**src/rtl/switch_debounce.sv**
```systemverilog
// switch_debounce: synchronizes and debounces the raw board switches feeding
// the adder/carry-latch logic. Each channel owns a two-flop synchronizer bit,
// a stability counter, a registered debounced level and one-cycle rise/fall
// pulses. Channels are fully independent.
module switch_debounce #(
    parameter int unsigned NUM_IN        = 3,
    parameter int unsigned STABLE_CYCLES = 120000
) (
    input  logic              iCE_CLK,
    input  logic              reset_n,
    input  logic [NUM_IN-1:0] sw_raw,
    output logic [NUM_IN-1:0] sw_out,
    output logic [NUM_IN-1:0] sw_rise,
    output logic [NUM_IN-1:0] sw_fall
);

    // Counter only ever reaches STABLE_CYCLES-1, so clog2 bits are enough.
    localparam int unsigned      CNT_W    = $clog2(STABLE_CYCLES);
    localparam logic [CNT_W-1:0] CNT_LAST = CNT_W'(STABLE_CYCLES - 1);
    localparam logic [CNT_W-1:0] CNT_ONE  = CNT_W'(1);

    typedef enum logic {
        ST_STABLE   = 1'b0,
        ST_COUNTING = 1'b1
    } chan_state_e;

    logic [NUM_IN-1:0] sync_s1;
    logic [NUM_IN-1:0] sync_s2;

    // Two-flop synchronizer; only sync_s2 is used downstream.
    always_ff @(posedge iCE_CLK or negedge reset_n) begin
        if (!reset_n) begin
            sync_s1 <= '0;
            sync_s2 <= '0;
        end else begin
            sync_s1 <= sw_raw;
            sync_s2 <= sync_s1;
        end
    end

    for (genvar g = 0; g < NUM_IN; g++) begin : g_chan
        chan_state_e      state_q;
        chan_state_e      state_d;
        logic [CNT_W-1:0] cnt_q;
        logic [CNT_W-1:0] cnt_d;
        logic             level_q;
        logic             level_d;
        logic             rise_q;
        logic             rise_d;
        logic             fall_q;
        logic             fall_d;
        logic             differs;

        // Synchronized input disagrees with the accepted level.
        assign differs = sync_s2[g] ^ level_q;

        // Channel state, counter, debounced level and pulse registers.
        always_ff @(posedge iCE_CLK or negedge reset_n) begin
            if (!reset_n) begin
                state_q <= ST_STABLE;
                cnt_q   <= '0;
                level_q <= 1'b0;
                rise_q  <= 1'b0;
                fall_q  <= 1'b0;
            end else begin
                state_q <= state_d;
                cnt_q   <= cnt_d;
                level_q <= level_d;
                rise_q  <= rise_d;
                fall_q  <= fall_d;
            end
        end

        // Next-state: count while the input differs, drop to zero on any
        // agreement (no partial credit), accept on the final count.
        always_comb begin
            state_d = state_q;
            cnt_d   = cnt_q;
            level_d = level_q;
            rise_d  = 1'b0;
            fall_d  = 1'b0;
            case (state_q)
                ST_STABLE: begin
                    if (differs) begin
                        state_d = ST_COUNTING;
                        cnt_d   = CNT_ONE;
                    end else begin
                        cnt_d = '0;
                    end
                end
                ST_COUNTING: begin
                    if (!differs) begin
                        state_d = ST_STABLE;
                        cnt_d   = '0;
                    end else if (cnt_q == CNT_LAST) begin
                        state_d = ST_STABLE;
                        cnt_d   = '0;
                        level_d = sync_s2[g];
                        rise_d  = sync_s2[g];
                        fall_d  = ~sync_s2[g];
                    end else begin
                        cnt_d = cnt_q + CNT_ONE;
                    end
                end
                default: begin
                    state_d = ST_STABLE;
                    cnt_d   = '0;
                end
            endcase
        end

        assign sw_out[g]  = level_q;
        assign sw_rise[g] = rise_q;
        assign sw_fall[g] = fall_q;
    end

endmodule

```
**config.mk**
```make
export PLATFORM = sky130hd
export DESIGN_NAME = switch_debounce
export DESIGN_NICKNAME = d
export VERILOG_FILES = /design/src/rtl/switch_debounce.sv
export SDC_FILE = /design/constraint.sdc
export NUM_CORES = 1
export LEC_CHECK = 0
export CAP_MARGIN = 20
export CORE_MARGIN = 3
export CORE_UTILIZATION = 40
export CTS_CLUSTER_DIAMETER = 50
export DETAILED_ROUTE_END_ITERATION = 12
export GPL_TIMING_DRIVEN = 0
export PLACE_DENSITY = 0.62
export SLEW_MARGIN = 20
export SYNTH_ARGS = -nofsm -noshare
export SYNTH_HDL_FRONTEND = slang
export SYNTH_SLANG_ARGS = --single-unit
```
**constraint.sdc**
```tcl
create_clock -name iCE_CLK -period 2.6 [get_ports iCE_CLK]
set_input_delay 0.52 -clock iCE_CLK [delete_from_list [all_inputs] [get_ports iCE_CLK]]
set_output_delay 0.52 -clock iCE_CLK [all_outputs]
set_load 0.01 [all_outputs]
```
==> flow_summary.ini, run 1 <==
[routing]
num_vias = 2258
drt_iter0_drc = 90
wl_um = 5658
drcViolationCount = 0
wl_per_cell_um = 12.89
drtAntennaViolNets = 0
avgViaCountPerCell = 5.144
dr.pass1.iters = 5

[timing]
slew_violations = 0
rsz0062_at_grt = false
finalHoldViolations = 0
slew_headroom_pct = 63.59
setup_tns_ps = 0
min_period_over_period_pct = 90.99
max_freq_mhz = 422.7
worstMarginPinSlew_ps = 541.2
fin_crit_ps = 2366
clock-skew-final_ps = 9.274
setup_ws_ps = 234.2
setup_viol = 0

[synth]
synthCells = 307
synth_edf_count = 0
synthFlopType = dfrtp_1
async_flop_share_pct = 100.0
synthTopCellsByCount = 69 x dfrtp_1, 48 x nor2_1, 27 x xnor2_1
synth_cell_type_count = 39
synth-xor-area-share_pct = 11.98
synth_mux_area_share_pct = 1.050
synthAdderAreaFrac_pct = 1.166
ys_seq_elements = 69
syn_area_sq_um = 3218
synthTopCellsByArea = dfrtp_1 54%, xnor2_1 7.3%, nor2_1 5.6%, xor2_1 4.6%, nand4_1 3.3%
synth_fp_nets = 315
syn_avg_cell_area_sq_um = 10.48
ys_seq_area_share_pct = 53.65
yosys.area_share.simple_pct = 25.16
synth_compound_area_share_pct = 3.227
yosysTopAreaCell = dfrtp_1
synth_top_area_share_pct = 53.65
yosysMostFrequentCell = dfrtp_1
synth_warnings = 0
synth_top_family_by_area = simple AND/OR/NAND/NOR gates

[pwr]
clockPowerShare_pct = 47.0
switchingPower_uw = 499.4
peakVddDrop_mv = 0.2776
power.density_nw_per_um2 = 605.5
finalPower_mw = 2.264
seq_power_share_pct = 49.1
power.internal_mw = 1.765
p_leak_nw = 1.452
pwr-share-comb_pct = 4.0
swShare_pct = 22.06

[grt]
grt_pass1_wl_um = 10150
grt_max_degree = 44
grt_usage_pct = 14.20
grt_pass1_vias = 2196
antenna_found_initial = 0
overflow = 0

[cts]
cts_hold_buf = 0
htreeDepth = 3
tritoncts = done
clock-sinks = 69
clock_path_buffers = 2
cts_resized = 0
clock_latency_ps = 340
cts_inserted_buffers = 9
post_cts_buffers = 0
cts-root-buf = clkbuf_8
path_clk_slew_ps = 80

[critical_path]
start_kind = register
crit_type = register to register
cp-end-kind = register
crit_required_ps = 2830
crit_arrival_ps = 2590
cp_max_fo = 10

[status]
status = complete, no violations

[placement]
dp_hpwl_um = 3858
gp_congestion = 0.8378
io_buffers = 13
post-place-ws_ps = 277.5
placed_area_sq_um = 3493

[cells_and_area]
postLayoutCellArea_sq_um = 3740
finalNetCount = 340
syn2layout_area_growth_pct = 16.21
antenna_cells = 0
final_util_pct = 48.15
fillers = 716
drive_gt1_share_pct = 11.57

[job]
cap_violations = 0

[floorplanning]
die_area_sq_um = 9158
num_rows = 32
core_sq_um = 7767
dieHeight_um = 95.70
initial_core_util_pct = 41.43
io-pin-count = 14
die_w_um = 95.70

[min_path]
hp-class = input port to asynchronous set/reset pin
==> layer usage <==
metal	track usage [%]	wire [um]
met3	3.518	232
met5	0	0
met4	5.687	80
met2	21.42	2552
met1	19.67	2793
==> cell usage in the layout, fill, tap and decap left out, types with 3 or more instances in the layout <==
| cell type | n |
|---|---|
| nand4_1 | 17 |
| inv_1 | 6 |
| ha_1 | 3 |
| o21ai_0 | 5 |
| or4_1 | 3 |
| nor2_1 | 48 |
| nand2_1 | 15 |
| clkbuf_1 | 4 |
| clkbuf_8 | 9 |
| xnor2_1 | 27 |
| and2_1 | 4 |
| a21oi_1 | 5 |
| nand3_1 | 19 |
| dfrtp_1 | 69 |
| and4_1 | 4 |
| o31ai_1 | 3 |
| mux2_2 | 3 |
| xor2_1 | 17 |
| buf_4 | 10 |
| nor4_1 | 11 |
| bufinv_16 | 3 |
| clkdlybuf4s50_1 | 12 |
| nor3_1 | 10 |
==> state kept, by name, indices dropped and copies added (netlist names) <==
register,flops
g_chan.level_q,3
g_chan.state_q,3
sync_s2,3
g_chan.rise_q,3
g_chan.fall_q,3
g_chan.cnt_q,51
sync_s1,3
==> worst max-delay path: stages, from the launching register on <==
cell      delay [ps]
dfrtp_1          450
ha_1             260
nand4_1          270
nor4_1           550
nand3b_1         350
buf_2            290
nor2_1            80
==> power groups by stage <==
| stage | Sequential, mW | Clock, mW | Combinational, mW |
|---|---|---|---|
| 4_1_cts | 1.11 | 1.10 | 0.0926 |
| 3_3_place_gp | 1.13 | 0 | 0.0884 |
| 6_report | 1.11 | 1.06 | 0.0896 |
| 5_1_grt | 1.11 | 1.15 | 0.104 |
| 2_1_floorplan | 1.13 | 0 | 0.0485 |
| 3_5_place_dp | 1.13 | 0 | 0.0926 |
==> logic make-up (layout without fill, tap and decap cells) <==
group / after synthesis / in the layout
AO/OA/AOI/OAI: 16 / 16
multiplexers: 3 / 3
flip-flops: 69 / 69
AND/OR/NAND/NOR: 151 / 151
XOR/XNOR: 44 / 44
adder cells (fa/ha/maj): 3 / 3
buffers and inverters: 21 / 51
==> final cells by class <==
class / instances / area, sq um / share of cell area, %
multi-input combinational: 217 / 1370 / 36.63
clock inverter: 7 / 122.6 / 3.279
timing repair buffer: 14 / 147.6 / 3.948
sequential: 69 / 1727 / 46.17
tap: 102 / 127.6 / 3.412
clock buffer: 9 / 123.9 / 3.312
buffer: 15 / 98.84 / 2.643
inverter: 6 / 22.52 / 0.6022
==> stage by stage <==
| stage | instances | hold slack (ps) |
|---|---|---|
| after floorplan | 307 | 224.4 |
| after global placement | 422 | 333.0 |
| after global routing | 439 | 97.03 |
| after detailed placement | 423 | 344.1 |
| after CTS | 439 | 82.11 |
| final | 439 | 86.18 |
==> final timing paths <==
check	depth (start not counted)	to	slack, ps	startpoint
max	6	g_chan[0].cnt_q[14]	230	g_chan[0].cnt_q[0]
min	1	g_chan[2].cnt_q[8]	90	reset_n
max reg2reg	6	g_chan[0].cnt_q[14]	230	g_chan[0].cnt_q[0]
min reg2reg	0	sync_s2[2]	360	sync_s1[2]
max in group asynchronous	2	g_chan[1].cnt_q[15]	1990	reset_n
min in group iCE_CLK	0	sync_s2[2]	360	sync_s1[2]
No activity file was read; power rests on OpenSTA's default activity.
==> inputs of run 2 (changes only) <==
Settings changed: CORE_ASPECT_RATIO from default to 0.6.
==> run 2 against run 1 <==
Highest routed layer unchanged; non-clock buffer count unchanged; sequential power about the same; worst setup slack improved by 120 ps; cell count increased by 0.46%; power increased by 7.9%; global-route usage increased by 0.29 points; first-iteration DRC count increased by 62%; fmax increased by 5.5%; clock skew decreased by 3.1 ps.
==> flow_summary.ini, run 2 (synthesis results as in run 1) <==
[cts]
htreeDepth = 3
cts_inserted_buffers = 9
cts-root-buf = clkbuf_16
clock-sinks = 69
clock_latency_ps = 320
cts_hold_buf = 0
clock_path_buffers = 2
tritoncts = done
path_clk_slew_ps = 50

[grt]
grt_max_degree = 50
grt_usage_pct = 14.49
grt_pass1_vias = 2153
antenna_found_initial = 0
overflow = 0
grt_pass1_wl_um = 10330

[cells_and_area]
antenna_cells = 0
drive_gt1_share_pct = 11.57
postLayoutCellArea_sq_um = 3822
regMostFlops = g_chan.cnt_q
syn2layout_area_growth_pct = 18.78
finalNetCount = 340
final_cells = 441
largest_register_ffs = 51
final_cell_mix = 69 x dfrtp_1, 48 x nor2_1, 27 x xnor2_1, 19 x nand3_1
fillers = 669
final_common_cell = dfrtp_1

[timing]
min_period_over_period_pct = 86.28
clock-skew-final_ps = 6.140
worstMarginPinSlew_ps = 436.9
slew_headroom_pct = 70.87
finalHoldViolations = 0
setup_tns_ps = 0
slew_violations = 0
max_freq_mhz = 445.8
setup_ws_ps = 356.6
setup_viol = 0
rsz0062_at_grt = false
fin_crit_ps = 2243

[pwr]
peakVddDrop_mv = 0.2958
finalPower_mw = 2.444
p_leak_nw = 1.492
power.density_nw_per_um2 = 639.3

[routing]
wl_um = 5696
dr.pass1.iters = 5
num_vias = 2206
drcViolationCount = 0
drtAntennaViolNets = 0
avgViaCountPerCell = 5.002
drt_iter0_drc = 146
wl_per_cell_um = 12.92

[placement]
dp_hpwl_um = 4006
gp_congestion = 0.7815
post-place-ws_ps = 232.0
placedCellCount = 425
placed_area_sq_um = 3503
io_buffers = 13

[critical_path]
r2r_start = g_chan[0].cnt_q[0]
crit_required_ps = 2800
crit_arrival_ps = 2450
path_cells = ha_1, nand4_1, nor4_2, nand3b_1, buf_2, nor2_1
cp-startpoint = g_chan[0].cnt_q[0]
crit_type = register to register
cp-end-kind = register
crit_buf_inv = 1
crit_path_max_incr_delay_ps = 450
cp_top_family = simple AND/OR/NAND/NOR gates
cp_max_fo = 10
crit_path_top_delay_cell = dfrtp_1
start_kind = register

[floorplanning]
num_rows = 24
die_w_um = 121.8
core_sq_um = 7537
io-pin-count = 14
dieHeight_um = 75.48
initial_core_util_pct = 42.70
die_area_sq_um = 9192

[min_path]
hp-class = input port to asynchronous set/reset pin

[status]
status = complete, no violations

[job]
cap_violations = 0
## run 2: where the power goes
part           total (mW)  switching, mW  leakage (nW)  internal [mW]
Sequential           1.12         0.0195         0.938           1.10
Clock                1.24          0.420         0.152          0.819
Combinational      0.0899         0.0581         0.402         0.0319
## run 2: layout make-up
type	count	area (sq um)	area share [%]
plain buffers	15	98.84	2.586
clock buffers	13	270.3	7.070
clock inverters	3	42.54	1.113
inverters	6	22.52	0.5892
multi-input cells	217	1376	36.01
flip-flops and latches	69	1727	45.17
well taps	104	130.1	3.404
repair buffers	14	155.1	4.059
## run 2: path summary, 6_finish.rpt
| check | end | slack, ps | cells after the start |
|---|---|---|---|
| max in group asynchronous | g_chan[0].fall_q | 2000 | 2 |
| worst min-delay path | sync_s1[1] | 80 | 1 |
| worst min register to register | sync_s2[1] | 350 | 0 |
| worst max register to register | g_chan[0].cnt_q[15] | 360 | 6 |
| min in group iCE_CLK | sync_s2[1] | 350 | 0 |
| worst max-delay path | g_chan[0].cnt_q[15] | 360 | 6 |
## run 2: metrics by stage
step	util [%]	hold slack [ps]
finish	50.71	76.60
global route	50.71	86.35
CTS	50.63	80.49
detailed placement	46.48	340.2
global placement	46.15	333.9
floorplan	-	224.4
## run 2: repair_timing
action                                  4_1_cts  5_1_grt
gates resized for setup                       0        1
endpoints found under the setup margin        0       10
setup buffers                                 0        0
## run 2: metal layers
metal	track usage (%)	vias to the layer above	share of wire, %
met2	19.74	49	39
met5	0	-	0
met3	5.119	7	4.8
met4	4.472	0	1.1
li1	-	1120	-
met1	21.54	1030	55
==> inputs of run 3 (changes only) <==
Settings changed: ABC_CLOCK_PERIOD_IN_PS from default to 2600, HOLD_SLACK_MARGIN from default to 0.1.
==> run 3 against run 2 <==
Sequential share of layout area down 0.12 points; count of clock-buffer cells in the layout unchanged; sequential cell count unchanged; first-iteration DRC count up 15%; critical path depth unchanged; design area up 0.26%; fmax up 0.52%; via count down 0.27%; routed wire length down 0.12%; hold slack better by 280 ps.
==> flow_summary.ini, run 3 (synthesis results as in run 1) <==
[status]
status = complete, no violations

[cts]
tritoncts = done
path_clk_slew_ps = 50
cts_inserted_buffers = 9
clock_path_buffers = 2
htreeDepth = 3
cts-root-buf = clkbuf_16
clock_latency_ps = 320
post_cts_buffers = 0
clock-sinks = 69

[cells_and_area]
antenna_cells = 0
final_common_cell = dfrtp_1
layout.area.seq_sq_um = 1727
multiInputGateArea_sq_um = 1376
final_cell_mix = 69 x dfrtp_1, 48 x nor2_1, 27 x xnor2_1, 19 x nand3_1
fillers = 669
postLayoutCellArea_sq_um = 3832
regMostFlops = g_chan.cnt_q
finalNetCount = 341
syn2layout_area_growth_pct = 19.09
largest_register_ffs = 51
drive_gt1_share_pct = 11.54

[floorplanning]
initial_core_util_pct = 42.70
io-pin-count = 14
core_sq_um = 7537
num_rows = 24
dieHeight_um = 75.48
die_area_sq_um = 9192
die_w_um = 121.8

[pwr]
swShare_pct = 20.35
peakVddDrop_mv = 0.2957
seq_power_share_pct = 45.6
power.internal_mw = 1.947
clockPowerShare_pct = 50.7
switchingPower_uw = 497.5
pwr-share-comb_pct = 3.7
finalPower_mw = 2.444
power.density_nw_per_um2 = 637.8
p_leak_nw = 1.496

[timing]
slew_violations = 0
worstMarginPinSlew_ps = 434.3
setup_viol = 0
slew_headroom_pct = 71.05
min_period_over_period_pct = 85.83
finalHoldViolations = 0
clock-skew-final_ps = 6.057
rsz0062_at_grt = false
max_freq_mhz = 448.1
fin_crit_ps = 2232

[grt]
grt_usage_pct = 14.49
antenna_found_initial = 0
grt_pass1_vias = 2153
grt_pass1_wl_um = 10330
grt_max_degree = 50
overflow = 0

[routing]
drtAntennaViolNets = 0
wl_per_cell_um = 12.87
num_vias = 2200
wl_um = 5689
drcViolationCount = 0
dr.pass1.iters = 4
drt_iter0_drc = 168
avgViaCountPerCell = 4.977

[critical_path]
cp_max_fo = 10
cp-end-kind = register
reg2reg_depth = 6
crit_arrival_ps = 2440
crit_path_top_delay_cell = dfrtp_1
r2r_start = g_chan[0].cnt_q[0]
r2r_end = g_chan[0].cnt_q[15]
start_kind = register
crit_type = register to register
path_cells = ha_1, nand4_1, nor4_2, nand3b_1, buf_2, nor2_1
worst-r2r-setup-slack_ps = 370
crit_path_max_incr_delay_ps = 450
crit_required_ps = 2800

[min_path]
hp-start = sync_s1[1]
hp-class = register to register
min_path_cells = 0
whs_endpoint = sync_s2[1]

[placement]
gp_congestion = 0.7815
placed_area_sq_um = 3503
dp_hpwl_um = 4006
io_buffers = 13

[job]
cap_violations = 0
-- run 3: cell types whose count changed in the layout (fill, tap and decap cells not counted), sizes merged --
cell	change
dlygate4sd3	+1
-- run 3: power groups by stage --
stage	logic, mW	clock network [mW]	registers [mW]
floorplan	0.0485	0	1.13
global placement	0.0885	0	1.13
detailed placement	0.0933	0	1.13
CTS	0.0951	1.27	1.11
global route	0.108	1.32	1.12
finish	0.0909	1.24	1.12
-- run 3: worst max-delay path by stage --
| stage | from | to | depth (start not counted) |
|---|---|---|---|
| floorplan | g_chan[2].cnt_q[8] | g_chan[2].level_q | 4 |
| global placement | reset_n | g_chan[2].rise_q | 1 |
| detailed placement | g_chan[0].cnt_q[0] | g_chan[0].cnt_q[15] | 6 |
| CTS | g_chan[0].cnt_q[0] | g_chan[0].cnt_q[15] | 6 |
| global route | g_chan[0].cnt_q[0] | g_chan[0].cnt_q[15] | 6 |
| finish | g_chan[0].cnt_q[0] | g_chan[0].cnt_q[15] | 6 |
-- run 3: through the flow --
stage | cells | setup TNS, ps | setup slack, ps | hold WS, ps | utilization, %
floorplan | 307 | 0 | 543.8 | 224.4 | -
global placement | 424 | -93950 | -1368 | 333.9 | 46.15
detailed placement | 425 | 0 | 232.0 | 340.2 | 46.48
CTS | 442 | 0 | 222.6 | 354.4 | 50.76
global route | 442 | 0 | 109.9 | 356.0 | 50.85
finish | 442 | 0 | 368.3 | 352.5 | 50.85
-- run 3: layout make-up --
cell class,instances,share of cell area [%]
flip-flops and latches,69,45.05
multi-input cells,217,35.91
clock buffers,13,7.052
repair buffers,15,4.309
well taps,104,3.395
plain buffers,15,2.579
clock inverters,3,1.110
inverters,6,0.5877
-- run 3: timing repair --
| action | 4_1_cts | 5_1_grt |
|---|---|---|
| hold endpoints to repair | 20 | 0 |
| setup endpoints to repair | 0 | 10 |
| hold buffers | 1 | 0 |
| resized for setup | 0 | 1 |
-- run 3: worst max-delay path, delay by kind of cell, from the launching register on --
family / cells / cell delay, ps
adders and majority gates: 1 / 260
DFF: 1 / 450
buffers and inverters: 1 / 300
and+or+nand+nor: 4 / 1090
-- run 3: routing by layer --
metal | up-vias | GRT usage [%] | part of all wire (%)
met2 | 45 | 19.74 | 39
met5 | - | 0 | 0
met4 | 0 | 4.472 | 1.4
li1 | 1122 | - | -
met3 | 10 | 5.119 | 5.3
met1 | 1023 | 21.54 | 55
==> edit, RTL diff (config.mk and constraints of run 3) <==
`NUM_IN`: 3 -> 2.
--- a/src/rtl/switch_debounce.sv
+++ b/src/rtl/switch_debounce.sv
@@ -5,3 +5,3 @@
 module switch_debounce #(
-    parameter int unsigned NUM_IN        = 3,
+    parameter int unsigned NUM_IN        = 2,
     parameter int unsigned STABLE_CYCLES = 120000
Ports: changed (resized sw_fall, sw_out, sw_raw and sw_rise); port bits go from 14 to 10. No check against the original RTL was run, so the function may have changed too.
==> edit against run 3 <==
Worst setup slack better by 0.20 ns. Power down 49%. Sequential cell count down 23. Synthesized cell count down 33%. Routed wire length down 33%. Via count down 33%. Non-clock buffer count down 9. Final area down 36%. Clock power down 64%. Synthesized area down 32%. Largest cell class unchanged.
==> edit: results (changes against run 3) <==
[cells_and_area]
nFillCells = 490  ; -27%
drive_gt1_share_pct = 10.7  ; -0.87 points
largest_reg_flops = 34  ; -33%
clkCellAreaFrac_pct = 3.72  ; -4.4 points
seq_share_pct = 46.9  ; +1.9 points
n_clock_buffer = 7  ; -6
inverters = 7  ; +1
num-multi-input-gates = 143  ; -34%
fin_util_pct = 47.6  ; -3.3 points
n_all_buffers = 21  ; -30%

[placed_design]
gp_congestion = 0.820  ; +4.9%
io_buffer_count = 9  ; -4
dp_slack_ns = 0.595  ; +0.363 ns
detailed_place_hpwl_mm = 2.71  ; -32%
place_area_um2 = 2360  ; -33%

[worst_hold_path]
hold_path_class = in -> async

[setup_path]
critPathMaxStageDelay_ns = 0.41  ; -0.04 ns
critPathArrivalTime_ns = 2.21  ; -0.23 ns
worstPathMaxFanout = 8  ; -2

[run_status]
status = finished, final reports clean

[logic_synthesis]
syn_inst = 207  ; -33%
synthDistinctLibCells = 36  ; -7.7%
synthTopCellsByCount = dfrtp_1, nor2_1, xnor2_1
synth_xor_area_share_pct = 12.1  ; +0.11 points
synthTopCellsByArea = dfrtp_1, xnor2_1, nor2_1, nand4_1, xor2_1
yosysSeqAreaShare_pct = 53.0  ; -0.69 points
synth_fa_ha_area_share_pct = 1.15  ; -0.015 points
synthMuxAreaShare_pct = 1.04  ; -0.013 points

[sta]
clock_skew_ns = 0.00530  ; -0.000752 ns
relSlewSlack_pct = 71.0  ; about the same

[power]
power_frac_seq_pct = 59.1  ; +13 points
irDropWorstVdd_uv = 181  ; -39%
p_comb_share_pct = 5.0  ; +1.3 points
netSwitchingFraction_pct = 22.9  ; +2.5 points
seq-power_uw = 740  ; -34%
leakagePower_nw = 0.961  ; -36%

[clocking]
cts-root-buf = clkbuf_8
cts_made_buffers = 5  ; -4
worst_skew_pair.late_latency_ns = 0.29  ; -0.03 ns
path_clk_slew_ns = 0.08  ; +0.03 ns

[detailed_routing]
routed_via_density = 5.03  ; +1.1%
vias = 1464  ; -33%

[global_route]
grt_pass1_vias = 1395  ; -35%
gr-usage-all-layers_pct = 13.6  ; -0.94 points
grt_pass1_wl_mm = 6.87  ; -33%

## edit: per-layer routing
metal  vias up  GRT usage [%]  wire length (um)
met3         2           3.65               154
li1        740              -                 -
met2        24           16.4              1380
met4         0           2.99                20
met5         -              0                 0
met1       698           22.9              2270
## edit: final timing paths
path | startpoint | to | slack (ns) | cells past startpoint
max | g_chan[1].cnt_q[0] | g_chan[1].level_q | 0.56 | 5
min | reset_n | g_chan[0].cnt_q[14] | 0.14 | 1
max reg2reg | g_chan[1].cnt_q[0] | g_chan[1].level_q | 0.56 | 5
min reg2reg | sync_s1[1] | sync_s2[1] | 0.35 | 0
max in group asynchronous | reset_n | g_chan[1].cnt_q[9] | 1.97 | 2
min in group iCE_CLK | sync_s1[1] | sync_s2[1] | 0.35 | 0
## edit: logic make-up (layout without fill, tap and decap cells)
logic type | count (synthesis) | count (layout)
simple gates | 99 | 99
flops | 46 | 46
xor+xnor | 30 | 30
buf+inv | 18 | 36
compound gates | 10 | 10
fa+ha+maj | 2 | 2
mux | 2 | 2
